==> src/rtl/des_pkg.sv <==
// Shared definitions for the DES S-box scheduler: FIPS 46-3 S-box tables,
// box-to-bit-slice helpers and the scheduler state encoding.
package des_pkg;

  typedef enum logic [1:0] {
    ST_IDLE   = 2'd0,
    ST_LOOKUP = 2'd1,
    ST_DONE   = 2'd2
  } state_t;

  // SBOX[box][row][col], box 0 = S1. Each row is written as 16 nibbles with
  // column 0 leftmost, so the hex literals read like the published tables.
  localparam logic [0:15][3:0] SBOX [8][4] = '{
    '{64'hE4D12FB83A6C5907, 64'h0F74E2D1A6CB9538, 64'h41E8D62BFC973A50, 64'hFC8249175B3EA06D},
    '{64'hF18E6B34972DC05A, 64'h3D47F28EC01A69B5, 64'h0E7BA4D158C6932F, 64'hD8A13F42B67C05E9},
    '{64'hA09E63F51DC7B428, 64'hD709346A285ECBF1, 64'hD6498F30B12C5AE7, 64'h1AD069874FE3B52C},
    '{64'h7DE3069A1285BC4F, 64'hD8B56F03472C1AE9, 64'hA690CB7DF13E5284, 64'h3F06A1D8945BC72E},
    '{64'h2C417AB6853FD0E9, 64'hEB2C47D150FA3986, 64'h421BAD78F9C5630E, 64'hB8C71E2D6F09A453},
    '{64'hC1AF92680D34E75B, 64'hAF427C9561DE0B38, 64'h9EF528C3704A1DB6, 64'h432C95FABE17608D},
    '{64'h4B2EF08D3C975A61, 64'hD0B7491AE35C2F86, 64'h14BDC37EAF680592, 64'h6BD814A7950FE23C},
    '{64'hD2846FB1A93E50C7, 64'h1FD8A374C56B0E92, 64'h7B419CE206ADF358, 64'h21E74A8DFC90356B}
  };

  // 6-bit input slice of box b (0-based): b=0 -> [47:42], b=7 -> [5:0].
  function automatic logic [5:0] box_bits(input logic [47:0] d, input logic [2:0] b);
    logic [47:0] s;
    s = d >> (6'd42 - 6'(b) * 6'd6);
    return s[5:0];
  endfunction

  // Replace output nibble of box b (0-based): b=0 -> [31:28], b=7 -> [3:0].
  function automatic logic [31:0] put_nibble(input logic [31:0] w, input logic [2:0] b,
                                             input logic [3:0] n);
    logic [4:0]  sh;
    logic [31:0] m;
    sh = 5'd28 - 5'(b) * 5'd4;
    m  = 32'hF << sh;
    return (w & ~m) | (32'(n) << sh);
  endfunction

endpackage

==> src/rtl/des_sbox_rom.sv <==
// One combinational S-box lane: sel picks the box (0 = S1), addr is the 6-bit
// post-key-mix slice, row = {addr[5], addr[0]}, column = addr[4:1].
module des_sbox_rom
  import des_pkg::*;
(
  input  logic [2:0] sel,
  input  logic [5:0] addr,
  output logic [3:0] sout
);

  assign sout = SBOX[sel][{addr[5], addr[0]}][addr[4:1]];

endmodule

==> src/rtl/des_sbox_sched.sv <==
// Time-multiplexed DES S-box substitution: one 48-bit word in, eight lookups
// spread over 8/LANES cycles on shared ROM lanes, one 32-bit word out.
module des_sbox_sched
  import des_pkg::*;
#(
  parameter int LANES = 1
) (
  input  logic        clk,
  input  logic        rst,
  input  logic        in_valid,
  output logic        in_ready,
  input  logic [47:0] in_data,
  output logic        out_valid,
  input  logic        out_ready,
  output logic [31:0] out_data,
  output state_t      dbg_state
);

  // Handshake: a transfer happens on a rising edge where valid and ready are
  // both high; valid must hold with stable data until then, and both ready
  // and valid here depend only on the registered state.

  if (!(LANES == 1 || LANES == 2 || LANES == 4 || LANES == 8)) begin : g_lanes_check
    $error("des_sbox_sched: LANES must be 1, 2, 4 or 8");
  end

  localparam int         G        = 8 / LANES;
  localparam logic [2:0] GRP_LAST = 3'(G - 1);

  state_t      state_q, state_d;
  logic [2:0]  grp_q, grp_d;
  logic [47:0] in_q;
  logic [31:0] out_q, out_d;

  logic [2:0]  sel [LANES];
  logic [3:0]  nib [LANES];

  for (genvar j = 0; j < LANES; j++) begin : g_lane
    assign sel[j] = 3'(int'(grp_q) * LANES + j);

    des_sbox_rom u_rom (
      .sel  (sel[j]),
      .addr (box_bits(in_q, sel[j])),
      .sout (nib[j])
    );
  end

  always_comb begin
    state_d = state_q;
    grp_d   = grp_q;
    out_d   = out_q;
    case (state_q)
      ST_IDLE: begin
        if (in_valid) begin
          state_d = ST_LOOKUP;
          grp_d   = 3'd0;
        end
      end
      ST_LOOKUP: begin
        for (int j = 0; j < LANES; j++) begin
          out_d = put_nibble(out_d, sel[j], nib[j]);
        end
        // grp goes back to 0 on the last group so it never runs past G-1.
        if (grp_q == GRP_LAST) begin
          state_d = ST_DONE;
          grp_d   = 3'd0;
        end else begin
          grp_d = grp_q + 3'd1;
        end
      end
      ST_DONE: begin
        if (out_ready) begin
          state_d = ST_IDLE;
        end
      end
      default: begin
        state_d = ST_IDLE;
      end
    endcase
  end

  always_ff @(posedge clk or posedge rst) begin
    if (rst) begin
      state_q <= ST_IDLE;
      grp_q   <= 3'd0;
      in_q    <= 48'h0;
      out_q   <= 32'h0;
    end else begin
      state_q <= state_d;
      grp_q   <= grp_d;
      out_q   <= out_d;
      if (state_q == ST_IDLE && in_valid) begin
        in_q <= in_data;
      end
    end
  end

  assign in_ready  = (state_q == ST_IDLE);
  assign out_valid = (state_q == ST_DONE);
  assign out_data  = out_q;
  assign dbg_state = state_q;

endmodule

==> config.mk <==
export PLATFORM = sky130hd
export DESIGN_NAME = des_sbox_sched
export DESIGN_NICKNAME = d
export VERILOG_FILES = /design/src/rtl/des_pkg.sv /design/src/rtl/des_sbox_rom.sv /design/src/rtl/des_sbox_sched.sv
export SDC_FILE = /design/constraint.sdc
export NUM_CORES = 1
export LEC_CHECK = 0
export CAP_MARGIN = 15
export CORE_ASPECT_RATIO = 1.5
export CORE_MARGIN = 4
export CORE_UTILIZATION = 35
export DETAILED_ROUTE_END_ITERATION = 7
export GPL_ROUTABILITY_DRIVEN = 0
export PLACE_DENSITY_LB_ADDON = 0.08
export SLEW_MARGIN = 20
export SYNTH_ARGS = -nofsm -noshare
export SYNTH_HDL_FRONTEND = slang
export SYNTH_SLANG_ARGS = --single-unit
==> constraint.sdc <==
create_clock -name clk -period 5 [get_ports clk]
set_input_delay 0.5 -clock clk [delete_from_list [all_inputs] [get_ports clk]]
set_output_delay 0.5 -clock clk [all_outputs]
set_load 0.02 [all_outputs]
==> metrics.md <==
| Metric | Value |
|---|---|
| Outcome | `complete, but fails checks` |
| Failing checks | `design-rule violations` |
| Largest net degree at the start of global routing | `84` |
| Post-DP HPWL | `27,700 microns` |
| IO buf count | `87` |
| Worst-path clk slew | `0.07 ns` |
| Most frequent cell after synthesis | `nand2_1` |
| First-pass GRT wire length | `~60,000 microns` |
| Synth async-reset ratio | `100%` |
| Reg2reg start | `grp_q[1]` |
| Final antenna-violating net count | `0` |
| P&R area growth vs syn | `22.8%` |
| Ant. Diodes | `0` |
| DRT iter0 DRCs | `about 1.7k` |
| Fin. max-slew vios | `0` |
| Post-Syn Nets | `1,113` |
| CTS buffer count | `9` |
| Commonest cells in the netlist | `237 x nand2_1, 85 x dfrtp_1, 69 x nor2_1` |
| DR DRC count | `12` |
| CP Class | `reg -> reg` |
| HP Start | `out_data[23]` |
| FMAX | `203 MHz` |
| Top cell type's share of synthesized area | `about a quarter` |
| Syn Area/Cell | `between 7 and 8 sq um` |
| Vias in the first global route | `9,236` |
| Final hold viol count | `0` |
| CP Capture Type | `register` |
| Clock sink count | `85` |
| Reg-to-reg slack, setup | `0.08 ns` |
| CP arrival | `5.19 ns` |
| Unique masters post-synth | `83` |
| Vias post-DR | `9,527` |
| Cell row count | `68` |
| Final setup TNS | `0 ns` |
| Hold depth | `2` |
| Crit-path max FO | `15` |
| Number of synthesized flops with an enable pin | `0` |
| Post-synthesis sequential area ratio | `26.1%` |
| Crit path launch type | `register` |
| WL final | `39,400 microns` |
| Finished Layout Cells | `roughly 1.4k` |
| Period utilisation layout | `98.4%` |
| Worst Path Required | `5.27 ns` |
| Minimum clock period | `around 4.9 ns` |
| Initial core utilization | `between 30% and 40%` |
| Crit path launch | `grp_q[1]` |
| Leading area contributor after synthesis | `dfrtp_1` |
| Ranking of synthesized cells by area | `dfrtp_1 26%, nand2_1 11%, mux4_2 5.3%` |
| Final setup fails | `0` |
| CTS H-tree depth | `3` |
| CTS tree | `done` |
| DRT Pass-1 Iters | `8` |
| Fillcell total | `2,313` |
| CTS Root Cell | `clkbuf_16` |
| Sink of the worst hold path | `out_data[23]` |
| Hold WC Path Type | `reg -> reg` |
| FF-to-FF End | `out_data[30]` |
| Total grt overflow | `0` |
| Seq cells post-synth | `85` |
| Layout cells sized above 1 | `between 10% and 20%` |
| Global-route usage over all layers | `30.1%` |
| Die Footprint | `0.0258 sq mm` |
| Deepest clock path buffer count | `2` |
| Core area | `~0.023 sq mm` |
| Later-pin clock latency in the skew report | `0.35 ns` |
| Post-DR wirelength/cell | `around 28 microns` |
| Synth warn | `0` |
| # nets final | `1,195` |
| IO Count | `88` |
| Slew headroom | `41.8%` |
| Max-Cap Viols | `0` |
| Antenna violations before repair | `0` |
| Netlist Area Pre-Place | `0.00815 sq mm` |
| Worst-margin pin slew | `0.873 ns` |
| Clk_skew | `0.0112 ns` |
| Die X | `133 microns` |
| Fin util | `a little over two fifths` |
| Die Span Y | `195 microns` |
| Main synth FF type | `dfrtp_1` |
| Placed Instances | `1,391` |
| Cell count after synthesis | `1,041` |
| Vias/cell | `6.77` |
| R2R depth | `16` |
-- per-layer routing --
| metal | wire length [microns] | vias to the layer above | track usage [%] |
|---|---|---|---|
| met2 | 18200 | 773 | 48.8 |
| met1 | 13400 | 4395 | 34.7 |
| li1 | - | 4098 | - |
| met4 | 3550 | 0 | 20.6 |
| met5 | 0 | - | 0 |
| met3 | 4180 | 261 | 7.61 |
-- cell families (layout without fill, tap and decap cells) --
family,Yosys count,after routing,share of synthesized area [%]
flip-flops,85,85,26.1
multiplexers,72,72,12.0
XOR/XNOR,5,5,0.722
adder cells (fa/ha/maj),20,20,3.16
buffers and inverters,116,203,6.23
AO/OA/AOI/OAI,301,301,27.2
AND/OR/NAND/NOR,442,442,24.5
-- sequential cells by signal (all words and copies together) (netlist names) --
signal / cells
out_data: 32
dbg_state: 2
grp_q: 3
in_q: 48
-- through the flow --
step	hold WS, ns	setup WS, ns	instance area [sq um]
after CTS	0.489	0.101	9950
after detailed placement	0.473	0.0607	9640
final	0.483	0.0818	10000
after floorplan	0.440	0.0773	8150
after global placement	0.467	0.0536	9640
after global routing	0.506	-0.00704	10000
-- area by class of cell --
class	instances	area, sq um	area share, %
clock buffers	10	229	2.29
clock inverters	6	75.1	0.750
inverters	13	50.0	0.500
multi-input cells	840	5590	55.8
flip-flops and latches	85	2130	21.3
well taps	280	350	3.50
repair buffers	174	1590	15.9
-- critical path, cell delays in order (launching register included) --
cell and delay (ns):
dfrtp_1 0.43, ha_1 0.23, fa_1 0.55, buf_4 0.17, nor2b_1 0.11, a22o_1 0.26, or4_1 0.54, nand3_2 0.26
buf_4 0.30, buf_4 0.21, a21oi_2 0.10, o211ai_1 0.32, a31oi_1 0.19, nor4_1 0.58, nor4_4 0.16, buf_4 0.22
o21ai_0 0.18
-- worst max path at each step --
stage                              end  slack, ns  depth (start not counted)
final                     out_data[30]       0.08                         16
after global routing      out_data[10]     -0.007                         16
after CTS                 out_data[24]       0.10                         15
after detailed placement  out_data[25]       0.06                         14
after global placement    out_data[25]       0.05                         14
after floorplan           out_data[25]       0.08                         19
-- what timing repair did --
item,in CTS,in global routing
setup endpoints to repair,1,32
pin swaps,0,2
resized for setup,1,11
buffers inserted,0,1
hold buffers,0,0
-- cells in the final DEF (no fill, tap or decap), types with 19 or more instances in the layout --
master,count
o211ai_1,20
mux2i_1,36
nor2_1,68
mux4_2,19
a21oi_1,33
nand4_1,19
clkdlybuf4s50_1,87
nand2_1,237
buf_4,82
o21ai_0,42
a211oi_1,19
nor3_1,24
nand3_1,30
a31oi_1,23
dfrtp_1,83
Power is left out: the tool's default activity adds up to more than one toggle a clock period on the data nets, which glitch-free logic cannot reach.
